[src/rtl/battleship_pkg.sv]
// battleship_pkg: board geometry and picker FSM state type
// shared by the PC shot picker and its LFSR.
package battleship_pkg;

  localparam int NUM_CASILLAS = 25;
  localparam int CASILLA_W    = 5;

  typedef enum logic [1:0] {
    S_IDLE = 2'd0,
    S_PICK = 2'd1,
    S_SCAN = 2'd2,
    S_DONE = 2'd3
  } state_t;

endpackage

[src/rtl/lfsr8.sv]
// lfsr8: free-running 8-bit Fibonacci LFSR, x^8+x^6+x^5+x^4+1.
// Ports: clk, rst (async, active low), q = state (SEED on reset).
module lfsr8 #(
  parameter logic [7:0] SEED = 8'hA5
) (
  input  logic       clk,
  input  logic       rst,
  output logic [7:0] q
);

  logic fb;

  assign fb = q[7] ^ q[5] ^ q[4] ^ q[3];

  always_ff @(posedge clk or negedge rst) begin
    if (!rst) q <= SEED;
    else      q <= {q[6:0], fb};
  end

endmodule

[src/rtl/pc_shot_picker.sv]
// pc_shot_picker: picks a not-yet-fired 5x5 cell for the PC per enable edge.
// Ports: clk, rst(n), enable, clear -> casilla, valid, busy, shots, full.
module pc_shot_picker
  import battleship_pkg::*;
#(
  parameter logic [7:0] SEED      = 8'hA5,
  parameter int         MAX_TRIES = 32
) (
  input  logic                 clk,
  input  logic                 rst,
  input  logic                 enable,
  input  logic                 clear,
  output logic [CASILLA_W-1:0] casilla,
  output logic                 valid,
  output logic                 busy,
  output logic [CASILLA_W-1:0] shots,
  output logic                 full
);

  localparam logic [CASILLA_W-1:0] NCELL =
    CASILLA_W'(NUM_CASILLAS);
  localparam logic [7:0] TRY_LIM = 8'(MAX_TRIES);

  state_t                  state;
  logic [7:0]              lfsr;
  logic                    en_q;
  logic [NUM_CASILLAS-1:0] hist;
  logic [7:0]              tries;
  logic [CASILLA_W-1:0]    idx;

  logic                    req;
  logic [CASILLA_W-1:0]    sel;
  logic [31:0]             hist_ext;
  logic                    free;
  logic [7:0]              tries_nxt;
  logic                    unused_lfsr;

  lfsr8 #(.SEED(SEED)) u_lfsr (
    .clk (clk),
    .rst (rst),
    .q   (lfsr)
  );

  assign unused_lfsr = ^lfsr[7:5];

  assign req       = enable & ~en_q;
  assign sel       = (state == S_SCAN) ? idx : lfsr[4:0];
  // zero-extended so candidates 25..31 index a defined bit
  assign hist_ext  = 32'(hist);
  assign free      = (sel < NCELL) && !hist_ext[sel];
  assign tries_nxt = tries + 8'd1;

  assign valid = (state == S_DONE);
  assign busy  = (state != S_IDLE);
  assign full  = (shots == NCELL);

  always_ff @(posedge clk or negedge rst) begin
    if (!rst) begin
      state   <= S_IDLE;
      en_q    <= 1'b0;
      hist    <= '0;
      shots   <= '0;
      casilla <= '0;
      tries   <= '0;
      idx     <= '0;
    end else begin
      // edge detector tracks enable in every state
      en_q <= enable;
      if (clear) begin
        state <= S_IDLE;
        hist  <= '0;
        shots <= '0;
        tries <= '0;
        idx   <= '0;
      end else begin
        unique case (state)
          S_IDLE: begin
            if (req && !full) begin
              state <= S_PICK;
              tries <= '0;
            end
          end
          S_PICK: begin
            if (free) begin
              casilla <= sel;
              hist    <= hist | (NUM_CASILLAS'(1) << sel);
              shots   <= shots + 5'd1;
              state   <= S_DONE;
            end else begin
              tries <= tries_nxt;
              if (tries_nxt == TRY_LIM) begin
                state <= S_SCAN;
                idx   <= '0;
              end
            end
          end
          S_SCAN: begin
            // entry needs full=0, so a free cell lies at or below 24
            if (free) begin
              casilla <= sel;
              hist    <= hist | (NUM_CASILLAS'(1) << sel);
              shots   <= shots + 5'd1;
              state   <= S_DONE;
            end else begin
              idx <= idx + 5'd1;
            end
          end
          S_DONE: state <= S_IDLE;
        endcase
      end
    end
  end

endmodule

[config.mk]
export PLATFORM = sky130hd
export DESIGN_NAME = pc_shot_picker
export DESIGN_NICKNAME = d
export VERILOG_FILES = /design/src/rtl/battleship_pkg.sv /design/src/rtl/lfsr8.sv /design/src/rtl/pc_shot_picker.sv
export SDC_FILE = /design/constraint.sdc
export NUM_CORES = 1
export LEC_CHECK = 0
export BUFFER_PORTS_ARGS = -buffer_cell sky130_fd_sc_hd__buf_2
export CAP_MARGIN = 25
export CORE_ASPECT_RATIO = 2
export CORE_MARGIN = 2
export CORE_UTILIZATION = 56
export CTS_CLUSTER_DIAMETER = 50
export CTS_CLUSTER_SIZE = 14
export DETAILED_ROUTE_END_ITERATION = 10
export PLACE_DENSITY_LB_ADDON = 0.2
export SYNTH_ARGS = -nofsm -noshare
export SYNTH_HDL_FRONTEND = slang
export SYNTH_HIERARCHICAL = 1
export SYNTH_SLANG_ARGS = --single-unit
[constraint.sdc]
create_clock -name clk -period 2.93 [get_ports clk]
set_input_delay 0.4395 -clock clk [delete_from_list [all_inputs] [get_ports clk]]
set_output_delay 0.4395 -clock clk [all_outputs]
set_load 0.02 [all_outputs]
# [Yosys cells after proc, flatten, opt, wreduce, memory -nomap -nowiden]
# Cells that the tools add are included.
[totals] register_bits=59 in_bits=4 elab_cells=72
[classes] eq_ne=11 reduce_logical=16 n_shift=1 n_addsub=3 n_lt_le_gt_ge=2 muxes=24 bitwise_logic=7
[op_table] op="25-bit two-way mux" n=3
[op_table] op="5-bit two-way mux" n=8
[op_table] op="25-bit bitwise OR" n=1
[op_table] op="1-bit by 5-bit << shifter with 25-bit output (first input constant)" n=1
[op_table] op="8-bit two-way mux" n=3
[op_table] op="8-bit one-hot mux with 2 select lines" n=1
[op_table] op="3-bit != test (second input constant)" n=5
[op_table] op="5-bit by 1-bit adder with 5-bit output (second input constant)" n=2
[op_table] op="2-bit two-way mux" n=5
[op_table] op="5-bit one-hot mux with 2 select lines" n=1
[op_table] op="3-bit AND reduction" n=3
[op_table] op="8-bit by 1-bit adder with 8-bit output (second input constant)" n=1
[op_table] op="8-bit by 6-bit equality test with 1-bit output (second input constant)" n=1
[op_table] op="2-bit one-hot mux with 4 select lines" n=1
[op_table] op="5-bit by 6-bit less-than comparator with 1-bit output (second input constant)" n=1
[op_table] op="2-bit nonzero test" n=3
[op_table] op="3-bit nonzero test" n=2
[op_table] op="1-bit binary-select mux with 5-bit select" n=1
[op_table] op="5-bit equality test (second input constant)" n=1
[op_table] op="5-bit less-than comparator (second input constant)" n=1
[op_table] op="2-bit equality test (second input constant)" n=2
[op_table] op="4-bit != test (second input constant)" n=1
[op_table] op="4-bit AND reduction" n=1
[op_table] op="1-bit bitwise XOR" n=3
[op_table] op="9 further kinds" n=12

# [Longest topological paths before layout]
# Gate-level depths: netlist (run 1).
[depth] depth_word=9 ltp_mapped=12

# [By module]
# The synthesis (run 1) kept the hierarchy.
[by_module_without_submodules] module="pc_shot_picker" cells_per_inst=360 area_per_inst_um2=3419.5 seq_area_each_um2=1276.2 n_inst=1
[by_module_without_submodules] module="lfsr8" cells_per_inst=11 area_per_inst_um2=231.5 seq_area_each_um2=205.2 n_inst=1

# [Least setup slack after synthesis (run 1)]
# OpenSTA, ideal clock, no wires.
[synth_timing] path_kind="register -> register" from="register state[0]" to="register shots[1]" arrival_ns=2.671 synth_period_minus_slack_ns=2.796 setup_slack_ns=0.134 stages_incl_launch_ff=12 cell_sequence="dfrtp_1 > inv_1 > ha_1 > buf_6 > mux2_4 > o2111ai_1 > nor2_1 > or4_1 > buf_4 > o21ai_2 > buf_4 > mux2_2"
[synth_via] elab_chain_cells=8 elab_cells_between_ends=12
[synth_lines] element="from (decl)" line="pc_shot_picker.sv:24" source="state_t state;"
[synth_lines] element="from (signal assigned)" line="pc_shot_picker.sv:59" source="state <= S_IDLE;"
[synth_lines] element="from (signal assigned)" line="pc_shot_picker.sv:70" source="state <= S_IDLE;"
[synth_lines] element="from (signal assigned)" line="pc_shot_picker.sv:79" source="state <= S_PICK;"
[synth_lines] element="2-bit equality test" line="pc_shot_picker.sv:47, pc_shot_picker.sv:76"
[synth_lines] element="5-bit two-way mux" line="pc_shot_picker.sv:47" source="assign sel = (state == S_SCAN) ? idx : lfsr[4:0];"
[synth_lines] element="1-bit binary-select mux with 5-bit select" line="pc_shot_picker.sv:50" source="assign free = (sel < NCELL) && !hist_ext[sel];"
[synth_lines] element="1-bit two-way mux (implied by the code)" line="pc_shot_picker.sv:50"
[synth_lines] element="1-bit logical NOT" line="pc_shot_picker.sv:50"
[synth_lines] element="1-bit logical AND" line="pc_shot_picker.sv:50"
[synth_lines] element="2-bit nonzero test (no line)"
[synth_lines] element="2-bit AND reduction (no line) *"
[synth_lines] element="to (signal assigned)" line="pc_shot_picker.sv:87" source="shots <= shots + 5'd1;"
[synth_lines] element="to (signal assigned)" line="pc_shot_picker.sv:102" source="shots <= shots + 5'd1;"
[synth_lines] element="to (decl)" line="pc_shot_picker.sv:16" source="output logic [CASILLA_W-1:0] shots,"
# Every way passes the cells marked *; elsewhere a longest branch is shown, timed or not. The select of a mux whose other input is x is not followed.
# A chain may end at the register's enable or synchronous reset.

# [Worst setup path in the final report (run 1)]
[layout_timing] from="register state[0]" to="register state[1]"
[layout_via] elab_chain_cells=9 elab_cells_between_ends=17
[layout_lines] element="2-bit equality test" line="pc_shot_picker.sv:47, pc_shot_picker.sv:76"
[layout_lines] element="5-bit two-way mux" line="pc_shot_picker.sv:47"
[layout_lines] element="1-bit binary-select mux with 5-bit select" line="pc_shot_picker.sv:50"
[layout_lines] element="1-bit two-way mux (implied by the code)" line="pc_shot_picker.sv:50"
[layout_lines] element="1-bit logical NOT" line="pc_shot_picker.sv:50"
[layout_lines] element="1-bit logical AND" line="pc_shot_picker.sv:50"
[layout_lines] element="2-bit two-way mux" line="pc_shot_picker.sv:84" source="if (free) begin"
[layout_lines] element="2-bit one-hot mux with 4 select lines" line="pc_shot_picker.sv:76" source="unique case (state)"
[layout_lines] element="2-bit two-way mux" line="pc_shot_picker.sv:69" source="if (clear) begin"
# Parallel ways exist; a longest one is shown, timed or not. The select of a mux whose other input is x is not followed.

==> impl_metrics.py, run 1 <==
metrics = {
    "detailed_routing": {
        "route.vias.total": 3338,
        "final_ant_viol_nets": 0,
        "detail_route.wirelength.met1_um": 3414,
        "via_per_inst": 6.395,
        "post_drt_wl_per_cell_um": 19.22,
        "top_signal_layer_used": "met4",
        "dr.first_iter.drc_count": 249,
        "routed_wl_um": 10040,
        "firstDrtPassIters": 8,
        "met2_wirelength_um": 5624,
        "wl_met3_um": 477,
        "drc_errors": 0,
    },
    "placed_design": {
        "port_buffers": 16,
        "finalWeightedCongestion": 1.006,
        "placed_cells": 504,
        "hpwl_um": 7454,
        "detailedPlace.worstSlack_ns": -0.2956,
    },
    "cells_and_area": {
        "filler_cell_count": 479,
        "post_route_cells_drive_above_1_share": 0.3096,
        "final-instance-count-excl-fill": 522,
        "final_layout_net_count": 443,
        "diodes": 0,
        "flow.area_growth_from_synthesis_pct": 24.71,
    },
    "critical_path": {
        "worstSetupPathType": "register to register",
        "critical_path.startpoint_type": "register",
        "worst_ep_arrival_time_ns": 3.08,
        "cp-end-kind": "register",
        "timing.critical_path.required_ns": 3.15,
        "crit_fanout": 20,
    },
    "grt": {
        "vias_in_the_first_global_route": 3433,
        "grt_max_degree": 32,
        "grt.total_usage": 0.3055,
        "global_route_wire_length_before_repair_um": 16290,
        "initial_antenna_violation_count": 0,
        "remaining_global_route_overflow": 0,
    },
    "die": {
        "core_region_area_mm2": 0.006310,
        "die_area_mm2": 0.007221,
        "initial_core_utilization": 0.5786,
        "die-height_um": 118.2,
        "die_w_um": 61.10,
        "num_io_pins": 17,
        "floorplan.rows": 41,
    },
    "yosys": {
        "yosys_warnings": 6,
        "synth_top_cells_by_count": "sky130_fd_sc_hd__dfrtp_1 (55), sky130_fd_sc_hd__nand2_1 (48), sky130_fd_sc_hd__o41ai_1 (24)",
        "synth-async-reset-ratio": 1.000,
        "synth.net_count": 383,
        "cell_with_the_most_instances_after_synthesis": "sky130_fd_sc_hd__dfrtp_1",
        "portion_of_the_post_synthesis_area_used_by_sequential_elements": 0.4058,
        "combinational_family_with_the_most_area_after_synthesis": "compound AO/OA/AOI/OAI gates",
        "synth_edf_count": 0,
        "synthTopCellsByArea": "sky130_fd_sc_hd__dfrtp_1 (38%), sky130_fd_sc_hd__o41ai_1 (5.8%), sky130_fd_sc_hd__nand2_1 (4.9%), sky130_fd_sc_hd__mux2_2 (3.7%), sky130_fd_sc_hd__dfstp_2 (2.9%)",
        "postSynthCellCount": 371,
        "post_synth_instance_area_mm2": 0.003651,
        "dominantRegCellSynth": "sky130_fd_sc_hd__dfrtp_1",
        "synthDistinctLibCells": 76,
        "yosys-mux-area-fraction": 0.07642,
        "synth.top_cell.area_share": 0.3770,
        "syn-mean-instance-area_um2": 9.841,
        "synth.ff_latch_count": 59,
        "yosys.area_share.xor_xnor": 0.007197,
        "adder_cell_area_share_of_the_yosys_netlist": 0.02742,
        "synth-simple-area-share": 0.1895,
        "synth.largest_area_cell": "sky130_fd_sc_hd__dfrtp_1",
        "synth_compound_area_frac": 0.2354,
    },
    "power": {
        "power_frac_seq": 0.284,
        "share_clk_of_total_power": 0.303,
        "total_switching_power_mw": 1.198,
        "max-vdd-ir-drop_v": 0.0004214,
        "p_comb_frac": 0.413,
        "power_density_mw_per_mm2": 699.0,
        "power_report.internal_total_mw": 1.985,
        "power_leakage_nw": 1.927,
        "fin_total_pwr_mw": 3.183,
        "power.switching_fraction": 0.3763,
    },
    "sta": {
        "final.hold.worst_slack_ns": 0.1612,
        "number_of_pins_with_negative_max_slew_slack_in_the_final_report": 0,
        "finalHoldViolations": 0,
        "final.setup_skew_ns": 0.005678,
        "post-route-worst-setup-slack_ns": 0.06507,
        "worst-slew-pin-transition_ns": 0.7266,
        "setup_viol": 0,
        "timing.fmax_mhz": 349.0,
        "layout_worst_path_cycle_share": 0.9778,
        "grt_setup_unrepaired": "yes",
        "min_period_ns": 2.865,
        "slew-limit-headroom": 0.5156,
    },
    "cts": {
        "clockBufferDepth": 2,
        "clock-sinks": 59,
        "clock_root_cell": "sky130_fd_sc_hd__clkbuf_16",
        "clkSlewWorstSetupHoldPaths_ns": 0.05,
        "worstSkewPairLatency_ns": 0.34,
        "cts_max_level": 3,
        "cts_inserted_buffers": 9,
        "tritoncts": "done",
    },
    "outcome": {
        "status": "complete, no violations",
    },
    "run": {
        "max_cap_violations": 0,
    },
    "hold_path": {
        "worstHoldPathType": "input pin to asynchronous set/reset pin",
    },
}
-- layout make-up --
class | count | area (um2) | share of cell area
inverter | 22 | 82.58 | 0.01814
multi-input combinational | 269 | 2096 | 0.4603
clock inverter | 2 | 10.01 | 0.002198
sequential | 59 | 1483 | 0.3256
tap | 86 | 107.6 | 0.02363
clock buffer | 14 | 264.0 | 0.05798
timing repair buffer | 70 | 510.5 | 0.1121
-- sequential cells by signal, summed over array words and instances, names as in the netlist --
name,flops
shots,5
tries,8
idx,5
hist,25
state,2
en_q,1
casilla,5
u_lfsr/q,8
-- stage by stage --
| stage | setup TNS (ns) | utilization | area (um2) |
|---|---|---|---|
| finish | 0 | 0.7216 | 4553 |
| global route | -0.01598 | 0.7216 | 4553 |
| floorplan | 0 | - | 3651 |
| CTS | -0.004820 | 0.7053 | 4451 |
| detailed placement | -7.435 | 0.6546 | 4130 |
| global placement | -7.254 | 0.6546 | 4130 |
-- layer usage --
layer / vias to the layer above / global-route usage
met2: 134 / 0.5140
li1: 1533 / -
met3: 42 / 0.06674
met1: 1629 / 0.3168
met5: - / 0
met4: 0 / 0.2038
-- worst paths after layout --
check / start / to / slack (ns) / cells after the start
max in group asynchronous: rst / u_lfsr/q[2] / 2.10 / 2
setup / recovery: state[0] / state[1] / 0.07 / 11
hold reg to reg: u_lfsr/q[6] / u_lfsr/q[7] / 0.36 / 0
hold / removal: rst / tries[5] / 0.16 / 1
min in group clk: enable / en_q / 0.23 / 1
setup reg to reg: state[0] / state[1] / 0.07 / 11
-- power groups by stage --
stage	clock, mW	combinational (mW)	sequential [mW]
floorplan	0	0.808	0.919
global placement	0	1.16	0.910
detailed placement	0	1.19	0.911
CTS	0.983	1.22	0.899
global route	1.02	1.41	0.911
finish	0.965	1.31	0.903
-- worst max-delay path, stage by stage, from the launching register on --
cell                        delay, ns
sky130_fd_sc_hd__dfrtp_1         0.38
sky130_fd_sc_hd__inv_2           0.08
sky130_fd_sc_hd__ha_4            0.17
sky130_fd_sc_hd__buf_12          0.16
sky130_fd_sc_hd__mux2_4          0.32
sky130_fd_sc_hd__nand3b_1        0.22
sky130_fd_sc_hd__a2111oi_4       0.09
sky130_fd_sc_hd__buf_4           0.17
sky130_fd_sc_hd__a211o_4         0.35
sky130_fd_sc_hd__buf_4           0.16
sky130_fd_sc_hd__or3_4           0.37
sky130_fd_sc_hd__a32o_1          0.26
-- kinds of logic (layout without fill, tap and decap cells) --
group | Yosys count | count (layout)
flops | 59 | 59
xor+xnor | 3 | 3
fa+ha+maj | 8 | 8
buf+inv | 43 | 108
compound gates | 99 | 99
mux | 24 | 24
simple gates | 135 | 135
-- timing repair --
item,in CTS,in global routing
pin swaps,1,3
buffers inserted,0,2
cloned,0,0
resized for setup,8,18
endpoints found under the setup margin,49,41
hold buffers,0,0
endpoints found under the hold margin,0,0
-- cell usage in the layout, fill, tap and decap left out, types with 3 or more instances in the layout --
| cell type | instances |
|---|---|
| sky130_fd_sc_hd__dfrtp_1 | 54 |
| sky130_fd_sc_hd__buf_4 | 52 |
| sky130_fd_sc_hd__nand2_1 | 48 |
| sky130_fd_sc_hd__o41ai_1 | 22 |
| sky130_fd_sc_hd__inv_1 | 21 |
| sky130_fd_sc_hd__nor2_1 | 20 |
| sky130_fd_sc_hd__buf_2 | 16 |
| sky130_fd_sc_hd__mux2_2 | 12 |
| sky130_fd_sc_hd__nand3_1 | 11 |
| sky130_fd_sc_hd__clkbuf_16 | 9 |
| sky130_fd_sc_hd__nand4_1 | 8 |
| sky130_fd_sc_hd__nand2b_1 | 8 |
| sky130_fd_sc_hd__mux2i_1 | 7 |
| sky130_fd_sc_hd__o211ai_1 | 7 |
| sky130_fd_sc_hd__ha_1 | 7 |
| sky130_fd_sc_hd__nor2b_1 | 6 |
| sky130_fd_sc_hd__a21oi_1 | 6 |
| sky130_fd_sc_hd__nor3_1 | 5 |
| sky130_fd_sc_hd__nand3b_1 | 4 |
| sky130_fd_sc_hd__o21ai_0 | 4 |
| sky130_fd_sc_hd__dfstp_2 | 4 |
| sky130_fd_sc_hd__o32ai_1 | 3 |
| sky130_fd_sc_hd__a2111oi_4 | 3 |
| sky130_fd_sc_hd__nor3b_1 | 3 |
| sky130_fd_sc_hd__a211oi_1 | 3 |
| sky130_fd_sc_hd__or2_2 | 3 |
| sky130_fd_sc_hd__a2111oi_0 | 3 |
| sky130_fd_sc_hd__a311o_1 | 3 |
| sky130_fd_sc_hd__clkbuf_1 | 3 |
Note: power is estimated with default switching activity, not from simulation.
==> run 2: changes to the inputs <==
--- a/config.mk
+++ b/config.mk
@@ -13,7 +13,8 @@
 export CTS_CLUSTER_DIAMETER = 50
 export CTS_CLUSTER_SIZE = 14
 export DETAILED_ROUTE_END_ITERATION = 10
-export PLACE_DENSITY_LB_ADDON = 0.2
+export PLACE_DENSITY = 0.86
+export RECOVER_POWER = 50
 export SYNTH_ARGS = -nofsm -noshare
 export SYNTH_HDL_FRONTEND = slang
 export SYNTH_HIERARCHICAL = 1
==> run 2 against run 1 <==
Net effect: the run now ends with negative setup slack left; combinational power up 7%; fmax down 5.9%; wire length up 14%; largest cell class unchanged; critical path type unchanged; global-route usage up 2.0 points.
==> impl_metrics.py, run 2 (same netlist as run 1, synthesis figures left out) <==
metrics = {
    "sta": {
        "min_period_ns": 3.046,
        "final.setup.tns_ns": -0.3875,
        "worst-slew-pin-transition_ns": 1.289,
        "final.hold.worst_slack_ns": 0.2340,
        "slew-limit-headroom": 0.1407,
        "final.setup_skew_ns": 0.009477,
        "layout_worst_path_cycle_share": 1.040,
        "finalHoldViolations": 0,
        "number_of_pins_with_negative_max_slew_slack_in_the_final_report": 0,
        "grt_setup_unrepaired": "yes",
        "setup_viol": 12,
        "post-route-worst-setup-slack_ns": -0.1159,
        "timing.fmax_mhz": 328.3,
    },
    "grt": {
        "grt_max_degree": 36,
        "vias_in_the_first_global_route": 3488,
        "initial_antenna_violation_count": 0,
        "remaining_global_route_overflow": 0,
        "grt.total_usage": 0.3250,
        "global_route_wire_length_before_repair_um": 17220,
    },
    "run": {
        "max_cap_violations": 0,
    },
    "die": {
        "initial_core_utilization": 0.5786,
        "floorplan.rows": 41,
        "die-height_um": 118.2,
        "num_io_pins": 17,
        "die_w_um": 61.10,
        "die_area_mm2": 0.007221,
        "core_region_area_mm2": 0.006310,
    },
    "power": {
        "max-vdd-ir-drop_v": 0.0005135,
        "power_density_mw_per_mm2": 763.5,
        "fin_total_pwr_mw": 3.534,
        "power_leakage_nw": 1.955,
    },
    "cts": {
        "cts_max_level": 3,
        "cts_inserted_buffers": 9,
        "clock-sinks": 59,
        "tritoncts": "done",
        "clkSlewWorstSetupHoldPaths_ns": 0.06,
        "clock_root_cell": "sky130_fd_sc_hd__clkbuf_16",
        "cts_hold_buffers": 0,
        "worstSkewPairLatency_ns": 0.34,
        "clockBufferDepth": 2,
    },
    "outcome": {
        "violations_in_the_final_reports": "negative setup slack",
        "status": "finished with violations",
    },
    "detailed_routing": {
        "dr.first_iter.drc_count": 407,
        "via_per_inst": 6.895,
        "drc_errors": 0,
        "post_drt_wl_per_cell_um": 22.22,
        "routed_wl_um": 11440,
        "final_ant_viol_nets": 0,
        "firstDrtPassIters": 5,
        "route.vias.total": 3551,
    },
    "placed_design": {
        "cell_area_after_placement_mm2": 0.004045,
        "finalWeightedCongestion": 1.042,
        "port_buffers": 16,
        "placed_cells": 496,
        "detailedPlace.worstSlack_ns": -0.1882,
        "hpwl_um": 7383,
    },
    "cells_and_area": {
        "final_core_utilization": 0.7335,
        "final_layout_net_count": 436,
        "most-common-layout-cells": "sky130_fd_sc_hd__dfrtp_1 (54), sky130_fd_sc_hd__nand2_1 (46), sky130_fd_sc_hd__buf_4 (44)",
        "diodes": 0,
        "layout_commonest_cell": "sky130_fd_sc_hd__dfrtp_1",
        "post_route_cells_drive_above_1_share": 0.3193,
        "flip_flop_count_of_the_largest_register_after_layout": 25,
        "regMostFlops": "hist",
        "final-instance-count-excl-fill": 515,
        "flow.area_growth_from_synthesis_pct": 26.76,
        "reg.largest.list": "hist (25), tries (8), u_lfsr/q (8)",
        "stdcell_area_mm2": 0.004628,
    },
    "hold_path": {
        "worstHoldPathType": "input pin to register",
        "hp-start": "enable",
    },
    "critical_path": {
        "reg_to_reg_start": "state[0]",
        "r2r_setup_slack_ns": -0.12,
        "worstSetupPathType": "register to register",
        "cp-end-kind": "register",
        "worst_ep_arrival_time_ns": 3.28,
        "crit_fanout": 14,
        "cp-startpoint": "state[0]",
        "critical_path.startpoint_type": "register",
        "timing.critical_path.required_ns": 3.16,
    },
}
[run 2: layout make-up]
type                            instances  area, um2
Clock buffer                           11      242.7
Clock inverter                          5      100.1
Fill cell                             399       1682
Inverter                               22      82.58
Multi-Input combinational cell        269       2171
Sequential cell                        59       1483
Tap cell                               86      107.6
Timing Repair Buffer                   63      441.7
[run 2: timing repair]
| action | CTS | global route |
|---|---|---|
| endpoints found under the setup margin | 44 | 47 |
| pin swaps | 0 | 8 |
| buffers inserted | 0 | 3 |
| endpoints found under the hold margin | 0 | 0 |
| cloned | 0 | 0 |
| gates resized for setup | 8 | 35 |
[run 2: final timing paths]
check                              end  cells after the start
setup / recovery              state[0]                     10
hold / removal                    en_q                      1
setup reg to reg              state[0]                     10
hold reg to reg            u_lfsr/q[7]                      0
max in group asynchronous     state[1]                      2
min in group asynchronous  u_lfsr/q[3]                      1
[run 2: critical path: stages, from the launching register on]
cell	delay, ns
sky130_fd_sc_hd__dfrtp_1	0.40
sky130_fd_sc_hd__inv_2	0.12
sky130_fd_sc_hd__ha_4	0.22
sky130_fd_sc_hd__buf_6	0.19
sky130_fd_sc_hd__nand2b_1	0.15
sky130_fd_sc_hd__o32a_1	0.29
sky130_fd_sc_hd__a2111oi_4	0.10
sky130_fd_sc_hd__or4_4	0.60
sky130_fd_sc_hd__buf_6	0.16
sky130_fd_sc_hd__or3_4	0.40
sky130_fd_sc_hd__o311ai_4	0.30
[run 2: where the power goes]
group	switching (mW)	total (mW)	internal, mW
clock network	0.375	1.22	0.850
registers	0.0561	0.913	0.857
logic	0.890	1.40	0.506
[run 2: metal layers]
metal,track usage,routed length (um)
met5,0,0
met4,0.2323,867
met3,0.09519,702
met2,0.5266,5906
met1,0.3350,3968
